--- src/rtl/alu_seq_driver.sv ---
// Sequences single or sweeping (000..111) operations onto a combinational ALU,
// waits a fixed settle time, then presents each result on a valid/ready response port.
module alu_seq_driver #(
  parameter int unsigned SETTLE_CYCLES = 1
) (
  input  logic       clk,
  input  logic       rst_n,
  input  logic       cmd_valid,
  output logic       cmd_ready,
  input  logic [3:0] cmd_a,
  input  logic [3:0] cmd_b,
  input  logic [2:0] cmd_sel,
  input  logic       cmd_sweep,
  output logic [3:0] alu_a,
  output logic [3:0] alu_b,
  output logic [2:0] alu_sel,
  input  logic [3:0] alu_out,
  input  logic       alu_carry,
  output logic       rsp_valid,
  input  logic       rsp_ready,
  output logic [2:0] rsp_sel,
  output logic [3:0] rsp_out,
  output logic       rsp_carry,
  output logic       rsp_last,
  output logic       busy,
  output logic [7:0] op_count
);

  typedef enum logic [1:0] {
    IDLE  = 2'd0,
    DRIVE = 2'd1,
    RESP  = 2'd2
  } state_t;

  // Counter runs SETTLE_CYCLES-1 down to 0, so DRIVE spans exactly SETTLE_CYCLES edges.
  localparam logic [3:0] SETTLE_LOAD = 4'(SETTLE_CYCLES - 1);

  state_t     state_q;
  logic [3:0] settle_q;
  logic       sweep_q;
  logic       cmd_ready_q;
  logic       busy_q;
  logic [3:0] alu_a_q;
  logic [3:0] alu_b_q;
  logic [2:0] alu_sel_q;
  logic       rsp_valid_q;
  logic [2:0] rsp_sel_q;
  logic [3:0] rsp_out_q;
  logic       rsp_carry_q;
  logic       rsp_last_q;
  logic [7:0] op_count_q;

  always_ff @(posedge clk) begin
    if (!rst_n) begin
      state_q     <= IDLE;
      settle_q    <= '0;
      sweep_q     <= 1'b0;
      cmd_ready_q <= 1'b0;
      busy_q      <= 1'b0;
      alu_a_q     <= '0;
      alu_b_q     <= '0;
      alu_sel_q   <= '0;
      rsp_valid_q <= 1'b0;
      rsp_sel_q   <= '0;
      rsp_out_q   <= '0;
      rsp_carry_q <= 1'b0;
      rsp_last_q  <= 1'b0;
      op_count_q  <= '0;
    end else begin
      case (state_q)
        IDLE: begin
          cmd_ready_q <= 1'b1;
          if (cmd_valid && cmd_ready_q) begin
            alu_a_q     <= cmd_a;
            alu_b_q     <= cmd_b;
            alu_sel_q   <= cmd_sweep ? 3'b000 : cmd_sel;
            sweep_q     <= cmd_sweep;
            settle_q    <= SETTLE_LOAD;
            cmd_ready_q <= 1'b0;
            busy_q      <= 1'b1;
            state_q     <= DRIVE;
          end
        end
        DRIVE: begin
          if (settle_q == 4'd0) begin
            rsp_out_q   <= alu_out;
            rsp_carry_q <= alu_carry;
            rsp_sel_q   <= alu_sel_q;
            rsp_last_q  <= !sweep_q || (alu_sel_q == 3'b111);
            rsp_valid_q <= 1'b1;
            state_q     <= RESP;
          end else begin
            settle_q <= settle_q - 4'd1;
          end
        end
        RESP: begin
          if (rsp_valid_q && rsp_ready) begin
            rsp_valid_q <= 1'b0;
            op_count_q  <= op_count_q + 8'd1;
            if (rsp_last_q) begin
              busy_q      <= 1'b0;
              cmd_ready_q <= 1'b1;
              state_q     <= IDLE;
            end else begin
              alu_sel_q <= alu_sel_q + 3'd1;
              settle_q  <= SETTLE_LOAD;
              state_q   <= DRIVE;
            end
          end
        end
        default: begin
          state_q <= IDLE;
        end
      endcase
    end
  end

  assign cmd_ready = cmd_ready_q;
  assign busy      = busy_q;
  assign alu_a     = alu_a_q;
  assign alu_b     = alu_b_q;
  assign alu_sel   = alu_sel_q;
  assign rsp_valid = rsp_valid_q;
  assign rsp_sel   = rsp_sel_q;
  assign rsp_out   = rsp_out_q;
  assign rsp_carry = rsp_carry_q;
  assign rsp_last  = rsp_last_q;
  assign op_count  = op_count_q;

endmodule

--- config.mk ---
export PLATFORM = sky130hd
export DESIGN_NAME = alu_seq_driver
export DESIGN_NICKNAME = d
export VERILOG_FILES = /design/src/rtl/alu_seq_driver.sv
export SDC_FILE = /design/constraint.sdc
export NUM_CORES = 1
export LEC_CHECK = 0
export CORE_MARGIN = 5
export CORE_UTILIZATION = 40
export CTS_BUF_LIST = sky130_fd_sc_hd__clkbuf_4 sky130_fd_sc_hd__clkbuf_8
export DETAILED_ROUTE_END_ITERATION = 6
export PLACE_DENSITY = 0.7
export SYNTH_ARGS = -nofsm -noshare
export SYNTH_HDL_FRONTEND = slang
export SYNTH_SLANG_ARGS = --single-unit
--- constraint.sdc ---
create_clock -name clk -period 2.2 [get_ports clk]
set_input_delay 0.33 -clock clk [delete_from_list [all_inputs] [get_ports clk]]
set_output_delay 0.33 -clock clk [all_outputs]
set_load 0.05 [all_outputs]
==> results.tsv, run 1 <==
stage	metric	value	unit
outcome	status	completed	
power_and_ir_drop	power.density	692	nW/µm²
timing	worst_slew_pin_slew	0.532	ns
drt	routed-via-count	1397	
timing	setup_viol	0	
clock_tree	clk_latency	0.29	ns
place	io_buffers	51	
yosys	ys_types	42	
yosys	ys_seq_area_share	44.6	%
drt	drtAntennaViolNets	0	
place	pre_cts_slack	0.341	ns
drt	wl_per_cell	13.0	µm
setup_path	crit_arrival	1.62	ns
setup_path	crit_required	1.87	ns
power_and_ir_drop	ir_worst_vdd	401	µV
timing	finalHoldViolations	0	
clock_tree	cts-buffers-inserted	5	
worst_hold_path	hp-class	reg -> reg	
drt	drt-initial-drc-count	63	
yosys	synth_area_leaders	dfxtp_1, a21boi_0, nand2_1	
yosys	synthSimpleGateAreaFrac	26.1	%
setup_path	cp_cell_sequence	clkdlybuf4s50_1	
yosys	synth_compound_area_share	14.0	%
setup_path	end_kind	output pin	
job	cap_viol_max_count	0	
clock_tree	cts-root-buf	clkbuf_8	
setup_path	cp_num_buf_inv	1	
floorplanning	core_area	4060	µm²
clock_tree	tritoncts	built	
yosys	synth_fa_ha_area_share	2.94	%
global_routing	grt_max_degree	39	
setup_path	start_kind	flip-flop	
finish	area_growth_syn_to_layout	39.1	%
yosys	synth-seq-cells	38	
clock_tree	holdBufCountCts	0	
power_and_ir_drop	p_leak	0.997	nW
timing	relSlewSlack	64.4	%
global_routing	antenna_found_initial	0	
clock_tree	clk_pin_slew	0.07	ns
yosys	synth_mux_area_share	4.70	%
global_routing	grt_pass1_wl	6070	µm
place	hpwl	2670	µm
clock_tree	cts.sinks	38	
yosys	syn-num-nets	200	
yosys	synthArstFlopShare	0	%
timing	drv_slew	0	
finish	regArea	761	µm²
drt	drcViolationCount	0	
setup_path	critPathMaxStageDelay	0.87	ns
finish	n_fill_cell	374	
finish	drive_above_1_share	8.66	%
timing	fin_crit	1.95	ns
global_routing	first_global_vias	1396	
finish	fin_nets	255	
timing	fin_crit_sh	88.8	%
timing	worst_slack	0.245	ns
yosys	synth_top_family_by_area	simple AND/OR/NAND/NOR gates	
yosys	netlist.area_leader.share	44.6	%
floorplanning	pin_count	52	
drt	vias_per_cell	4.97	
timing	fmax	512	MHz
setup_path	crit_fanout	6	
setup_path	slowest_stage	clkdlybuf4s50_1	
floorplanning	start_util	42.0	%
setup_path	cp_top_family	buffers and inverters	
clock_tree	htreeDepth	2	
yosys	synth_warnings	0	
global_routing	grtUsageTotal	14.0	%
place	gp_congestion	0.733	
yosys	synth_edf_count	0	
drt	wl	3660	µm
yosys	synth-xor-area-share	3.60	%
yosys	syn_area	1700	µm²
clock_tree	cts-resized-gates	0	
setup_path	worstSetupPathType	reg -> out	
timing	skew	0.00788	ns
floorplanning	row_count	23	
finish	multi_input_comb_area	875	µm²
floorplanning	die_y	75.3	µm
finish	diodes	0	
drt	firstDrtPassIters	4	
yosys	synth_ff_type	dfxtp_1	
yosys	synth_cells	175	
yosys	syn_area_per_cell	9.74	µm²
clock_tree	clockBufferDepth	2	
clock_tree	post-cts-setup-buffers	0	
timing	final.setup.tns	0	ns
yosys	yosys.area.top_type	dfxtp_1	
global_routing	grt.overflow.total	0	
floorplanning	die_area	5670	µm²
floorplanning	die_x	75.3	µm
timing	rsz0062_at_grt	no	
## final timing paths
path | startpoint | endpoint | slack, ns | cells past startpoint
setup / recovery | rsp_valid | rsp_valid | 0.25 | 1
setup reg to reg | settle_q[0] | rsp_sel[0] | 0.40 | 7
hold reg to reg | alu_b[0] | alu_b[0] | 0.46 | 2
hold / removal | alu_b[0] | alu_b[0] | 0.46 | 2
## Yosys cell counts (all sizes together), types with 2 or more instances
| master | n |
|---|---|
| nand3b | 4 |
| o21ai | 2 |
| nor2b | 9 |
| and3 | 3 |
| nand3 | 8 |
| xnor2 | 7 |
| inv | 6 |
| o211a | 3 |
| nand4b | 2 |
| dfxtp | 38 |
| buf | 3 |
| nand2 | 25 |
| a21boi | 13 |
| ha | 4 |
| nand2b | 2 |
| and2 | 9 |
| nand4 | 2 |
| clkbuf | 6 |
| o211ai | 2 |
| mux2i | 8 |
| nor3 | 2 |
| a21oi | 2 |
## area by class of cell
class | instances | area share [%]
multi-input combinational | 122 | 36.9
sequential | 38 | 32.1
inverter | 6 | 0.950
clock inverter | 1 | 0.211
tap | 50 | 2.64
timing repair buffer | 57 | 23.4
clock buffer | 7 | 3.80
## metrics by stage
stage	area (µm²)	util, %	total power [mW]	hold WS, ns	cells
2_1_floorplan	1700	-	1.02	0.443	175
3_3_place_gp	2280	56.1	1.16	0.451	273
3_5_place_dp	2280	56.1	1.16	0.457	273
4_1_cts	2370	58.4	1.67	0.467	281
5_1_grt	2370	58.4	1.72	0.503	281
6_report	2370	58.4	1.64	0.462	281
## power by group
group          internal, mW  total (mW)  switching (mW)
Clock                 0.265       0.500           0.235
Sequential            0.726       0.765          0.0391
Combinational         0.163       0.376           0.213
## cells by family (layout without fill, tap and decap cells)
family	count (synthesis)	after routing
AO/OA/AOI/OAI	29	29
multiplexers	8	8
adder cells (fa/ha/maj)	4	4
XOR/XNOR	7	7
flip-flops	38	38
AND/OR/NAND/NOR	74	74
buffers and inverters	15	71
## placed cells by master, fill, tap and decap left out, types with 2 or more instances in the layout
master / n
clkdlybuf4s50_1: 51
dfxtp_1: 38
nand2_1: 25
a21boi_0: 13
nor2b_1: 9
nand3_1: 8
mux2i_1: 8
and2_1: 8
xnor2_1: 7
inv_1: 6
clkbuf_8: 6
buf_4: 6
nand3b_1: 4
ha_1: 4
o211a_1: 3
and3_1: 3
nand2b_1: 2
o211ai_1: 2
a21oi_1: 2
o21ai_0: 2
nand4_1: 2
## per-layer routing
| layer | GRT usage (%) | routed length, µm | vias up |
|---|---|---|---|
| met5 | 0 | 0 | - |
| met4 | 5.24 | 46 | 0 |
| met3 | 6.28 | 262 | 5 |
| met2 | 21.7 | 1670 | 31 |
| met1 | 17.1 | 1680 | 642 |
| li1 | - | - | 719 |
## flip-flops by register name, indices dropped and copies added (netlist names)
name / flops
alu_a: 4
alu_b: 4
alu_sel: 3
busy: 1
cmd_ready: 1
op_count: 8
rsp_carry: 1
rsp_last: 1
rsp_out: 4
rsp_sel: 3
rsp_valid: 1
settle_q: 4
state_q: 2
sweep_q: 1
(Power assumes the default switching activity.)
==> run 2: changes to the inputs <==
--- a/config.mk
+++ b/config.mk
@@ -5,7 +5,7 @@
 export SDC_FILE = /design/constraint.sdc
 export NUM_CORES = 1
 export LEC_CHECK = 0
-export CORE_MARGIN = 5
+export CORE_MARGIN = 1
 export CORE_UTILIZATION = 40
 export CTS_BUF_LIST = sky130_fd_sc_hd__clkbuf_4 sky130_fd_sc_hd__clkbuf_8
 export DETAILED_ROUTE_END_ITERATION = 6
==> results.tsv, run 2 (synthesis gave the netlist of run 1 again) <==
stage	metric	value	unit
outcome	status	completed	
clock_tree	clk_pin_slew	0.07	ns
power_and_ir_drop	power.density	694	nW/µm²
drt	wl_met3	175	µm
global_routing	grt.overflow.total	0	
clock_tree	holdBufCountCts	0	
place	io_buffers	51	
global_routing	grt_pass1_wl	5550	µm
drt	wl_per_cell	12.0	µm
finish	diodes	0	
power_and_ir_drop	ir_worst_vdd	436	µV
setup_path	cp_num_buf_inv	1	
timing	fin_hold_ws	0.462	ns
drt	wl_met1	1640	µm
power_and_ir_drop	finalPower	1.63	mW
drt	drcViolationCount	0	
timing	relSlewSlack	61.8	%
timing	finalHoldViolations	0	
drt	routed-via-count	1376	
power_and_ir_drop	pwr-share-clk	30.6	%
floorplanning	die_x	67.3	µm
drt	met2_wirelength	1470	µm
timing	rsz0062_at_grt	no	
floorplanning	start_util	42.0	%
place	dp.cells	270	
power_and_ir_drop	p_sw	483	µW
finish	fin_nets	252	
place	hpwl	2380	µm
power_and_ir_drop	comb_power_share	22.4	%
clock_tree	cts-resized-gates	0	
clock_tree	cts-buffers-inserted	5	
clock_tree	htreeDepth	2	
timing	skew	0.00605	ns
job	cap_viol_max_count	0	
power_and_ir_drop	p_leak	0.981	nW
global_routing	grt_max_degree	39	
setup_path	end_kind	output pin	
place	gp_congestion	0.788	
drt	firstDrtPassIters	4	
finish	final_cells	278	
clock_tree	post-cts-setup-buffers	0	
power_and_ir_drop	p_seq_share	47.0	%
drt	top_layer_used	met4	
timing	drv_slew	0	
setup_path	worstSetupPathType	reg -> out	
global_routing	antenna_found_initial	0	
finish	layout_commonest_cell	clkdlybuf4s50_1	
clock_tree	cts.sinks	38	
timing	worst_slack	0.255	ns
floorplanning	die_area	4530	µm²
floorplanning	row_count	23	
setup_path	critPathMaxStageDelay	0.86	ns
power_and_ir_drop	p_int	1.15	mW
finish	area_growth_syn_to_layout	37.8	%
global_routing	grtUsageTotal	16.3	%
finish	final_cell_area	2350	µm²
clock_tree	clk_latency	0.29	ns
timing	setup_viol	0	
place	place_area	2250	µm²
drt	drt-initial-drc-count	55	
finish	final_cell_mix	clkdlybuf4s50_1, dfxtp_1, nand2_1, a21boi_0, nor2b_1	
setup_path	slowest_stage	clkdlybuf4s50_1	
setup_path	cp_top_family	buffers and inverters	
setup_path	crit_required	1.87	ns
power_and_ir_drop	sw_frac_of_total	29.6	%
floorplanning	core_area	4060	µm²
timing	worst_slew_pin_slew	0.570	ns
finish	largest_register_ffs	8	
place	pre_cts_slack	0.245	ns
clock_tree	tritoncts	built	
setup_path	start_kind	flip-flop	
finish	drive_above_1_share	7.46	%
global_routing	first_global_vias	1242	
floorplanning	die_y	67.3	µm
clock_tree	clockBufferDepth	2	
finish	post-route-util	57.9	%
setup_path	cp_cell_sequence	clkdlybuf4s50_1	
worst_hold_path	hp-class	reg -> reg	
timing	fin_crit_sh	88.4	%
timing	fin_crit	1.94	ns
drt	vias_per_cell	4.95	
drt	drtAntennaViolNets	0	
drt	wl	3340	µm
timing	final.setup.tns	0	ns
setup_path	crit_fanout	6	
floorplanning	pin_count	52	
timing	fmax	514	MHz
setup_path	crit_arrival	1.61	ns
clock_tree	cts-root-buf	clkbuf_8	
-- run 2: cell type report --
| cell class | count | area, µm² |
|---|---|---|
| clock inverter | 1 | 5.00 |
| tap | 50 | 62.6 |
| timing repair buffer | 54 | 533 |
| multi-input combinational | 122 | 875 |
| sequential | 38 | 761 |
| fill | 381 | 1710 |
| clock buffer | 7 | 90.1 |
| inverter | 6 | 22.5 |
-- run 2: final timing paths --
path	start	endpoint	slack [ns]	cells after the start
max reg2reg	settle_q[0]	settle_q[3]	0.39	6
max	rsp_valid	rsp_valid	0.26	1
min	alu_a[1]	alu_a[1]	0.46	2
min reg2reg	alu_a[1]	alu_a[1]	0.46	2
-- run 2: power by group through the flow --
stage          sequential [mW]  combinational (mW)  clock (mW)
2_1_floorplan            0.880               0.139           0
3_3_place_gp             0.781               0.365           0
3_5_place_dp             0.781               0.367           0
4_1_cts                  0.766               0.369       0.522
5_1_grt                  0.773               0.389       0.554
6_report                 0.766               0.365       0.499
-- run 2: metal layers --
metal | global-route usage [%] | up-vias
li1 | - | 709
met3 | 6.08 | 5
met5 | 0 | -
met2 | 25.4 | 33
met1 | 20.3 | 629
met4 | 6.38 | 0
==> run 3: changes to the inputs <==
--- a/config.mk
+++ b/config.mk
@@ -8,8 +8,11 @@
 export CORE_MARGIN = 1
 export CORE_UTILIZATION = 40
 export CTS_BUF_LIST = sky130_fd_sc_hd__clkbuf_4 sky130_fd_sc_hd__clkbuf_8
+export CTS_CLUSTER_DIAMETER = 120
 export DETAILED_ROUTE_END_ITERATION = 6
 export PLACE_DENSITY = 0.7
+export REMOVE_ABC_BUFFERS = 1
 export SYNTH_ARGS = -nofsm -noshare
 export SYNTH_HDL_FRONTEND = slang
 export SYNTH_SLANG_ARGS = --single-unit
+export TNS_END_PERCENT = 20
==> results.tsv, run 3 (synthesis gave the netlist of run 1 again) <==
stage	metric	value	unit
outcome	status	completed	
timing	final.setup.tns	0	ns
power_and_ir_drop	p_leak	0.981	nW
setup_path	r2r-start	settle_q[0]	
finish	n_fill_cell	379	
place	hpwl	2440	µm
setup_path	cp_cell_sequence	clkdlybuf4s50_1	
timing	skew	0.00571	ns
timing	setup_viol	0	
finish	largest_register_ffs	8	
clock_tree	holdBufCountCts	0	
clock_tree	cts.sinks	38	
finish	final_cell_mix	clkdlybuf4s50_1, dfxtp_1, nand2_1, a21boi_0, nor2b_1	
worst_hold_path	worstHoldPathCells	2	
finish	regArea	761	µm²
timing	worst_slew_pin_slew	0.591	ns
finish	fin_nets	252	
drt	wl_per_cell	12.3	µm
drt	routed-via-count	1385	
floorplanning	row_count	23	
setup_path	crit_arrival	1.62	ns
global_routing	antenna_found_initial	0	
setup_path	crit_fanout	6	
setup_path	end_kind	output pin	
finish	multi_input_comb_area	875	µm²
job	cap_viol_max_count	0	
floorplanning	core_area	4060	µm²
worst_hold_path	hp-class	reg -> reg	
worst_hold_path	worstHoldStart	alu_a[3]	
floorplanning	pin_count	52	
setup_path	cp_top_family	buffers and inverters	
drt	firstDrtPassIters	4	
clock_tree	clockBufferDepth	2	
finish	diodes	0	
setup_path	ff2ff_setup_slack	0.39	ns
setup_path	reg2regPathDepth	7	
timing	fmax	513	MHz
finish	drive_above_1_share	7.46	%
clock_tree	htreeDepth	2	
global_routing	grtUsageTotal	17.1	%
place	gp_congestion	0.749	
setup_path	critPathMaxStageDelay	0.86	ns
finish	post-route-util	57.9	%
global_routing	first_global_vias	1289	
timing	fin_crit	1.95	ns
drt	drtAntennaViolNets	0	
timing	drv_slew	0	
global_routing	grt_max_degree	39	
power_and_ir_drop	ir_worst_vdd	402	µV
finish	area_growth_syn_to_layout	37.8	%
floorplanning	die_x	67.3	µm
clock_tree	tritoncts	built	
worst_hold_path	min_to	alu_a[3]	
power_and_ir_drop	power.density	696	nW/µm²
setup_path	startpoint	rsp_valid	
setup_path	worstSetupPathType	reg -> out	
clock_tree	cts-root-buf	clkbuf_8	
setup_path	start_kind	flip-flop	
place	place_area	2250	µm²
setup_path	timing.rr.end	rsp_out[2]	
clock_tree	clk_pin_slew	0.07	ns
drt	drcViolationCount	0	
clock_tree	post-cts-setup-buffers	0	
place	pre_cts_slack	0.254	ns
floorplanning	die_area	4530	µm²
drt	drt-initial-drc-count	42	
clock_tree	cts-buffers-inserted	5	
timing	finalHoldViolations	0	
timing	rsz0062_at_grt	no	
timing	worst_slack	0.252	ns
setup_path	cp_num_buf_inv	1	
timing	relSlewSlack	60.4	%
place	io_buffers	51	
finish	layout_commonest_cell	clkdlybuf4s50_1	
clock_tree	cts-resized-gates	0	
setup_path	slowest_stage	clkdlybuf4s50_1	
drt	wl	3420	µm
floorplanning	die_y	67.3	µm
global_routing	grt_pass1_wl	5680	µm
floorplanning	start_util	42.0	%
finish	final_cell_area	2350	µm²
setup_path	crit_required	1.87	ns
clock_tree	clk_latency	0.29	ns
timing	fin_crit_sh	88.5	%
global_routing	grt.overflow.total	0	
drt	vias_per_cell	4.98	
==> run 3: layout make-up <==
class,count,share of cell area (%)
clock buffers,7,3.84
clock inverters,1,0.213
inverters,6,0.959
multi-input cells,122,37.2
flip-flops and latches,38,32.4
well taps,50,2.66
repair buffers,54,22.7
==> run 3: tightest hold or removal path, cell delays in order, from the launching register on <==
cell      delay, ns
dfxtp_1        0.31
nand2_1        0.04
a21boi_0       0.06
==> run 3: report_power, final <==
| group | internal, mW | switching (mW) | total, mW | leakage [nW] |
|---|---|---|---|---|
| sequential | 0.726 | 0.0389 | 0.765 | 0.308 |
| clock | 0.265 | 0.239 | 0.504 | 0.0517 |
| combinational | 0.156 | 0.209 | 0.365 | 0.621 |
==> run 3: worst max-delay path by stage <==
stage          slack, ns         end  cells after the start
2_1_floorplan       0.31  alu_sel[0]                      4
3_3_place_gp        0.30  alu_sel[0]                      5
3_5_place_dp        0.25  alu_sel[1]                      5
4_1_cts             0.25   rsp_valid                      1
5_1_grt             0.18   rsp_carry                      7
6_report            0.25   rsp_valid                      1
==> run 3: through the flow <==
stage / power, mW / std cells / hold slack [ns]
after floorplan: 1.00 / 166 / 0.443
after global routing: 1.72 / 278 / 0.489
after detailed placement: 1.15 / 270 / 0.457
final: 1.63 / 278 / 0.462
after global placement: 1.15 / 270 / 0.451
after CTS: 1.65 / 278 / 0.467
==> run 3: per-layer routing <==
| metal | GRT usage (%) | vias up | routed length (µm) | share of wire, % |
|---|---|---|---|---|
| li1 | - | 709 | - | - |
| met1 | 19.5 | 634 | 1600 | 47 |
| met2 | 27.9 | 37 | 1530 | 45 |
| met3 | 6.59 | 5 | 235 | 6.9 |
| met4 | 7.98 | 0 | 50 | 1.5 |
| met5 | 0 | - | 0 | 0 |
